--- src/rtl/dds_key_ctrl.sv ---
// Key-driven DDS configuration: wave key cycles the waveform, freq key steps the frequency index.
// Define DDS_KEY_CTRL_AUTOREPEAT_EN to enable hold-to-repeat on the frequency key.
module dds_key_ctrl #(
  parameter int unsigned HOLD_TICKS   = 25_000_000,
  parameter int unsigned REPEAT_TICKS = 5_000_000,
  parameter logic [31:0] FWORD_STEP   = 32'd85899,
  parameter int unsigned IDX_MAX      = 16
) (
  input  logic        Clk,
  input  logic        Reset_n,
  input  logic        wave_flag,
  input  logic        freq_flag,
  output logic [1:0]  wave_sel,
  output logic [7:0]  freq_idx,
  output logic [31:0] fword,
  output logic        cfg_update
);

  localparam logic [7:0] IDX_TOP = 8'(IDX_MAX);

`ifdef DDS_KEY_CTRL_AUTOREPEAT_EN
  typedef enum logic [1:0] {ST_IDLE = 2'd0, ST_HOLD = 2'd1, ST_REPEAT = 2'd2} state_t;

  localparam int unsigned CNT_MAX = (HOLD_TICKS > REPEAT_TICKS) ? HOLD_TICKS : REPEAT_TICKS;
  localparam int unsigned CNT_W   = (CNT_MAX > 2) ? $clog2(CNT_MAX) : 1;
  localparam logic [CNT_W-1:0] HOLD_LAST   = CNT_W'(HOLD_TICKS - 1);
  localparam logic [CNT_W-1:0] REPEAT_LAST = CNT_W'(REPEAT_TICKS - 1);

  logic [CNT_W-1:0] cnt_r;
  logic [CNT_W-1:0] cnt_nxt_s;
`else
  typedef enum logic [1:0] {ST_IDLE = 2'd0, ST_HOLD = 2'd1} state_t;

  logic [63:0] unused_ticks_s;
  assign unused_ticks_s = {32'(HOLD_TICKS), 32'(REPEAT_TICKS)};
`endif

  state_t      state_r;
  state_t      state_nxt_s;
  logic        wave_pressed_r;
  logic        freq_pressed_r;
  logic [1:0]  wave_sel_r;
  logic [7:0]  freq_idx_r;
  logic [31:0] fword_r;
  logic        cfg_update_r;

  logic        wave_press_s;
  logic        freq_press_s;
  logic        freq_rel_s;
  logic        freq_inc_s;
  logic [7:0]  idx_wrap_s;
  logic [31:0] fword_nxt_s;

  // Flags alternate press/release, so the pressed bit tells which one a pulse is
  assign wave_press_s = wave_flag & ~wave_pressed_r;
  assign freq_press_s = freq_flag & ~freq_pressed_r;
  assign freq_rel_s   = freq_flag &  freq_pressed_r;

  // Next frequency index wraps back to 1, never to 0
  always_comb begin
    if (freq_idx_r >= IDX_TOP) begin
      idx_wrap_s = 8'd1;
    end else begin
      idx_wrap_s = freq_idx_r + 8'd1;
    end
    fword_nxt_s = FWORD_STEP * {24'd0, idx_wrap_s};
  end

  // Freq key FSM; a release always beats a same-cycle timer expiry
  always_comb begin
    state_nxt_s = state_r;
    freq_inc_s  = 1'b0;
`ifdef DDS_KEY_CTRL_AUTOREPEAT_EN
    cnt_nxt_s   = cnt_r;
`endif
    case (state_r)
      ST_IDLE: begin
        if (freq_press_s) begin
          state_nxt_s = ST_HOLD;
          freq_inc_s  = 1'b1;
`ifdef DDS_KEY_CTRL_AUTOREPEAT_EN
          cnt_nxt_s   = '0;
`endif
        end else begin
          state_nxt_s = ST_IDLE;
        end
      end
      ST_HOLD: begin
        if (freq_rel_s) begin
          state_nxt_s = ST_IDLE;
`ifdef DDS_KEY_CTRL_AUTOREPEAT_EN
          cnt_nxt_s   = '0;
        end else if (cnt_r == HOLD_LAST) begin
          state_nxt_s = ST_REPEAT;
          freq_inc_s  = 1'b1;
          cnt_nxt_s   = '0;
        end else begin
          cnt_nxt_s   = cnt_r + CNT_W'(1);
`else
        end else begin
          state_nxt_s = ST_HOLD;
`endif
        end
      end
`ifdef DDS_KEY_CTRL_AUTOREPEAT_EN
      ST_REPEAT: begin
        if (freq_rel_s) begin
          state_nxt_s = ST_IDLE;
          cnt_nxt_s   = '0;
        end else if (cnt_r == REPEAT_LAST) begin
          freq_inc_s  = 1'b1;
          cnt_nxt_s   = '0;
        end else begin
          cnt_nxt_s   = cnt_r + CNT_W'(1);
        end
      end
`endif
      default: begin
        state_nxt_s = ST_IDLE;
      end
    endcase
  end

`ifdef DDS_KEY_CTRL_AUTOREPEAT_EN
  // Hold / repeat cycle counter
  always_ff @(posedge Clk or negedge Reset_n) begin
    if (!Reset_n) begin
      cnt_r <= '0;
    end else begin
      cnt_r <= cnt_nxt_s;
    end
  end
`endif

  // Key tracking, configuration registers and update strobe
  always_ff @(posedge Clk or negedge Reset_n) begin
    if (!Reset_n) begin
      state_r        <= ST_IDLE;
      wave_pressed_r <= 1'b0;
      freq_pressed_r <= 1'b0;
      wave_sel_r     <= 2'd0;
      freq_idx_r     <= 8'd1;
      fword_r        <= FWORD_STEP;
      cfg_update_r   <= 1'b0;
    end else begin
      state_r        <= state_nxt_s;
      wave_pressed_r <= wave_pressed_r ^ wave_flag;
      freq_pressed_r <= freq_pressed_r ^ freq_flag;
      if (wave_press_s) begin
        wave_sel_r <= wave_sel_r + 2'd1;
      end
      if (freq_inc_s) begin
        freq_idx_r <= idx_wrap_s;
        fword_r    <= fword_nxt_s;
      end
      cfg_update_r   <= wave_press_s | freq_inc_s;
    end
  end

  assign wave_sel   = wave_sel_r;
  assign freq_idx   = freq_idx_r;
  assign fword      = fword_r;
  assign cfg_update = cfg_update_r;

endmodule

--- config.mk ---
export PLATFORM = sky130hd
export DESIGN_NAME = dds_key_ctrl
export DESIGN_NICKNAME = d
export VERILOG_FILES = /design/src/rtl/dds_key_ctrl.sv
export SDC_FILE = /design/constraint.sdc
export NUM_CORES = 1
export LEC_CHECK = 0
export ABC_CLOCK_PERIOD_IN_PS = 11850
export CORE_MARGIN = 4
export CORE_UTILIZATION = 55
export DETAILED_ROUTE_END_ITERATION = 6
export HOLD_SLACK_MARGIN = 0.08
export PLACE_DENSITY = 0.81
export SLEW_MARGIN = 5
export SYNTH_ARGS = -nofsm -noshare
export SYNTH_HDL_FRONTEND = slang
export SYNTH_SLANG_ARGS = --single-unit
--- constraint.sdc ---
create_clock -name Clk -period 11.85 [get_ports Clk]
set_input_delay 1.185 -clock Clk [delete_from_list [all_inputs] [get_ports Clk]]
set_output_delay 1.185 -clock Clk [all_outputs]
set_load 0.02 [all_outputs]
== Yosys cells after proc, flatten, opt, wreduce, memory -nomap -nowiden ==
Index checks and enable logic that the tools add are counted.

* Register bits after elaboration: 40
* Output and inout port bits: 43
* Logic and storage cells: 27

* $add $sub $neg: 2
* Multiply operators: 1
* Order comparisons: 1
* Equality and inequality tests: 1
* Muxes and demuxes: 6
* Bitwise logic cells: 8
* Reductions and logical operators: 1

{| class="wikitable"
|+ Operators with widths
! kind !! count
|-
| $mul A17 B8 Y25 const A || 1
|-
| $add A8 B1 Y8 const B || 1
|-
| $ge A8 B5 Y1 const B || 1
|-
| $mux W8 || 1
|-
| $mux W1 || 4
|-
| $pmux W2 S2 || 1
|-
| $and A1 B1 Y1 || 3
|-
| $add A2 B1 Y2 const B || 1
|-
| $eq A2 B1 Y1 const B || 1
|-
| $logic_not A2 Y1 || 1
|-
| $not A1 Y1 || 2
|-
| $xor A1 B1 Y1 || 2
|-
| $or A1 B1 Y1 || 1
|}

== Longest topological paths before layout ==
* Depth after elaboration: 5
* Mapped depth: 19
* Mapped depth without buffers: 18

== Worst setup path before layout ==
OpenSTA, ideal clock, no wires.

* Path kind: register -> register
* Start point: register freq_idx_r[4], in the netlist freq_idx[4]
* End point: register fword_r[19], in the netlist fword[19]
* Arrival: 4.784 ns
* Data required time: 11.781 ns
* Path slack: 6.997 ns
* Cell stages (with the launch flop): 15
* Cell sequence: dfrtp_1 > or4_1 > nor2_1 > fa_1 > ha_1 > inv_1 > fa_1 > fa_1 > inv_1 > ha_1 > and3_1 > a221o_1 > a31oi_4 > or4_1 > nand3_1

* Word-level cells in the longest chain between the ends: 3

{| class="wikitable"
|+ Ends and longest elaborated chain
! element !! line !! text
|-
| from (decl) || 43 || <nowiki>logic [7:0] freq_idx_r;</nowiki>
|-
| from (signal assigned) || 153 || <nowiki>freq_idx_r <= idx_wrap_s;</nowiki>
|-
| $ge A8 B5 Y1 || 61 || <nowiki>if (freq_idx_r >= IDX_TOP) begin</nowiki>
|-
| $mux W8 || 61 ||
|-
| named net idx_wrap_s[2] || 51 || <nowiki>logic [7:0] idx_wrap_s;</nowiki>
|-
| $mul A17 B8 Y25 || 66 || <nowiki>fword_nxt_s = FWORD_STEP * {24'd0, idx_wrap_s};</nowiki>
|-
| to (signal assigned) || 154 || <nowiki>fword_r <= fword_nxt_s;</nowiki>
|-
| to (decl) || 44 || <nowiki>logic [31:0] fword_r;</nowiki>
|}

The timed path passes the listed nets, and every way through them passes these cells.
A chain may end at the register's enable or synchronous reset.

== Worst setup path after layout ==
* Start point: register freq_idx_r[4], in the netlist freq_idx[4]
* End point: register fword_r[15], in the netlist fword[15]

Same word-level chain as after synthesis.

==> flow_summary.yaml <==
status:
  outcome: "completed"
die:
  die_h_um: 95.3
  start_util_pct: 57.2
  pin_count: 47
  core_um2: 7330
  die_area_um2: 9090
  die_w_um: 95.3
  std_cell_rows: 31
grt:
  grtUsageTotal_pct: 21.9
  grt_pass1_vias: 3399
  top_usage_layer: "met2"
  grtUsageMet2_pct: 39.8
  met1_usage_pct: 26.7
  grt_pass1_wl_mm: 15.6
  overflow: 0
  grt_max_degree: 62
  antenna_found_initial: 0
  grt_use_met3_pct: 3.79
synthesis:
  synth_edf_count: 0
  yosysWarnings: 0
  ys_seq_elements: 38
  seq_area_frac_synth_pct: 23.0
  synth_cell_types: 59
  synthArstFlopShare_pct: 100
  syn_area_per_cell_um2: 9.51
  synthCells: 441
  syn_area_um2: 4200
  synth-main-ff-cell: "dfrtp_1"
flow_run:
  cap_violations: 0
cts:
  clkSinkCount: 38
  clk_path_buf_depth: 2
  cts.htree.levels: 2
  cts-root-buf: "clkbuf_8"
  cts.hold.buffers_added: 0
  worstSkewPairLatency_ns: 0.30
  cts_buffers: 5
  post_cts_buffers: 0
  clkTransAtPathRegs_ns: 0.08
  cts_resized: 0
  cts_tree: "yes"
timing:
  worstMarginPinSlew_ns: 1.07
  slew-limit-headroom_pct: 28.7
  fin_crit_ns: 5.19
  finalHoldViolCount: 0
  period_share_pct: 43.8
  final-setup-viol-count: 0
  fmax_mhz: 193
  fin_skew_ns: 0.00879
  layout_setup_ws_ns: 6.66
  holdWs_ns: 0.459
  rsz0062_at_grt: "no"
  slew_viol_final: 0
  tns_ns: 0
detailed_routing:
  vias: 3252
  final_antenna_net_count: 0
  routedWlPerCell_um: 15.4
  wirelength_mm: 9.08
  drc_errors: 0
  dr.pass1.iters: 5
  drt_iter0_markers: 111
  avgViaCountPerCell: 5.50
placed_design:
  io_buffers: 39
  place_congestion: 0.925
  preCtsSetupSlack_ns: 6.66
  dp_hpwl_mm: 7.52
finish:
  nets: 596
  drive_above_1_share_pct: 6.71
  area.growth.synth_to_final_pct: 12.6
  final_common_cell: "ha_1"
  mostFrequentLayoutCells: "ha_1 (72), inv_1 (68), nand2_1 (43)"
  diodes: 0
setup_path:
  cp.arrival_ns: 5.34
  endpoint_kind: "flip-flop"
  crit_type: "flip-flop to flip-flop"
  path_max_fanout: 7
  startpoint_type: "flip-flop"
  required_ns: 12.00
worst_hold_path:
  hp-class: "flip-flop to flip-flop"
## metal layers
metal | vias to the layer above | share of wire (%)
li1 | 1575 | -
met1 | 1576 | 42
met2 | 82 | 53
met3 | 19 | 4.4
met4 | 0 | 1.4
met5 | - | 0
## final timing paths
| kind | cells after the start | start | slack, ns | endpoint |
|---|---|---|---|---|
| max in group asynchronous | 1 | Reset_n | 10.34 | freq_pressed_r$_DFF_PN0_ |
| worst min-delay path | 2 | fword[3]$_DFFE_PN1P_ | 0.46 | fword[3]$_DFFE_PN1P_ |
| worst max-delay path | 14 | freq_idx[4]$_DFFE_PN0P_ | 6.66 | fword[15]$_DFFE_PN0P_ |
| worst min register to register | 2 | fword[3]$_DFFE_PN1P_ | 0.46 | fword[3]$_DFFE_PN1P_ |
| min in group asynchronous | 1 | Reset_n | 0.99 | fword[12]$_DFFE_PN0P_ |
| worst max register to register | 14 | freq_idx[4]$_DFFE_PN0P_ | 6.66 | fword[15]$_DFFE_PN0P_ |
## kinds of logic after synthesis
kind of cell	Yosys count	share of synthesized area, %
compound gates	89	14.9
mux	3	0.775
buf+inv	90	10.1
simple gates	106	13.6
fa+ha+maj	100	34.8
flops	38	23.0
other cells	2	0.179
xor+xnor	13	2.71
## synth_stat cells, drive strengths merged (2+ instances only)
| cell type | count | share of area, % |
|---|---|---|
| o21a | 5 | 0.89 |
| mux2 | 2 | 0.54 |
| nand3 | 12 | 1.6 |
| conb | 2 | 0.18 |
| a21o | 17 | 3.0 |
| ha | 72 | 21 |
| fa | 28 | 13 |
| nand2 | 44 | 4.1 |
| xor2 | 9 | 1.9 |
| o211ai | 2 | 0.69 |
| dfrtp | 28 | 17 |
| a221oi | 2 | 0.42 |
| nand4 | 7 | 1.4 |
| o21ai | 17 | 2.0 |
| a31o | 2 | 0.42 |
| a21oi | 23 | 3.1 |
| o31ai | 6 | 1.1 |
| clkbuf | 10 | 1.6 |
| buf | 12 | 2.3 |
| xnor2 | 4 | 0.83 |
| and3 | 5 | 0.86 |
| dfstp | 10 | 6.3 |
| a21boi | 2 | 0.36 |
| and2 | 6 | 0.92 |
| nor2 | 8 | 0.72 |
| and4 | 4 | 0.83 |
| a31oi | 4 | 0.95 |
| or4 | 5 | 0.89 |
| inv | 68 | 6.1 |
| nor3 | 6 | 0.72 |
| o2111ai | 4 | 0.83 |
## sequential cells by signal (all words and copies together) (netlist names), named ones only
register,cells
freq_pressed_r,1
fword,24
freq_idx,8
cfg_update,1
wave_sel,2
wave_pressed_r,1
## worst max-delay path, stage by stage, from the launching register on
cell and delay (ns):
dfrtp_1 0.41, or4_1 0.60, nor2_1 0.53, fa_1 0.58, ha_1 0.32, inv_1 0.08
fa_1 0.43, fa_1 0.56, inv_1 0.05, ha_1 0.37, a21o_1 0.22, a221o_1 0.39
a31oi_4 0.26, xor2_1 0.17, o21ai_1 0.07
## through the flow
step                cell area [µm²]  cells  utilization (%)
finish                         4730    591             64.5
detailed placement             4640    584             63.3
global route                   4730    591             64.5
global placement               4640    584             63.3
CTS                            4730    591             64.5
floorplan                      4300    468                -
## area by class of cell
class                           instances  area [µm²]
Multi-Input combinational cell        340        2910
Fill cell                             585        2610
Sequential cell                        38         963
Timing Repair Buffer                   39         385
Inverter                               68         255
Tap cell                               99         124
Clock buffer                            7        86.3
Power is left out: the tool's default activity adds up to more than one toggle a clock period on the data nets, which glitch-free logic cannot reach.
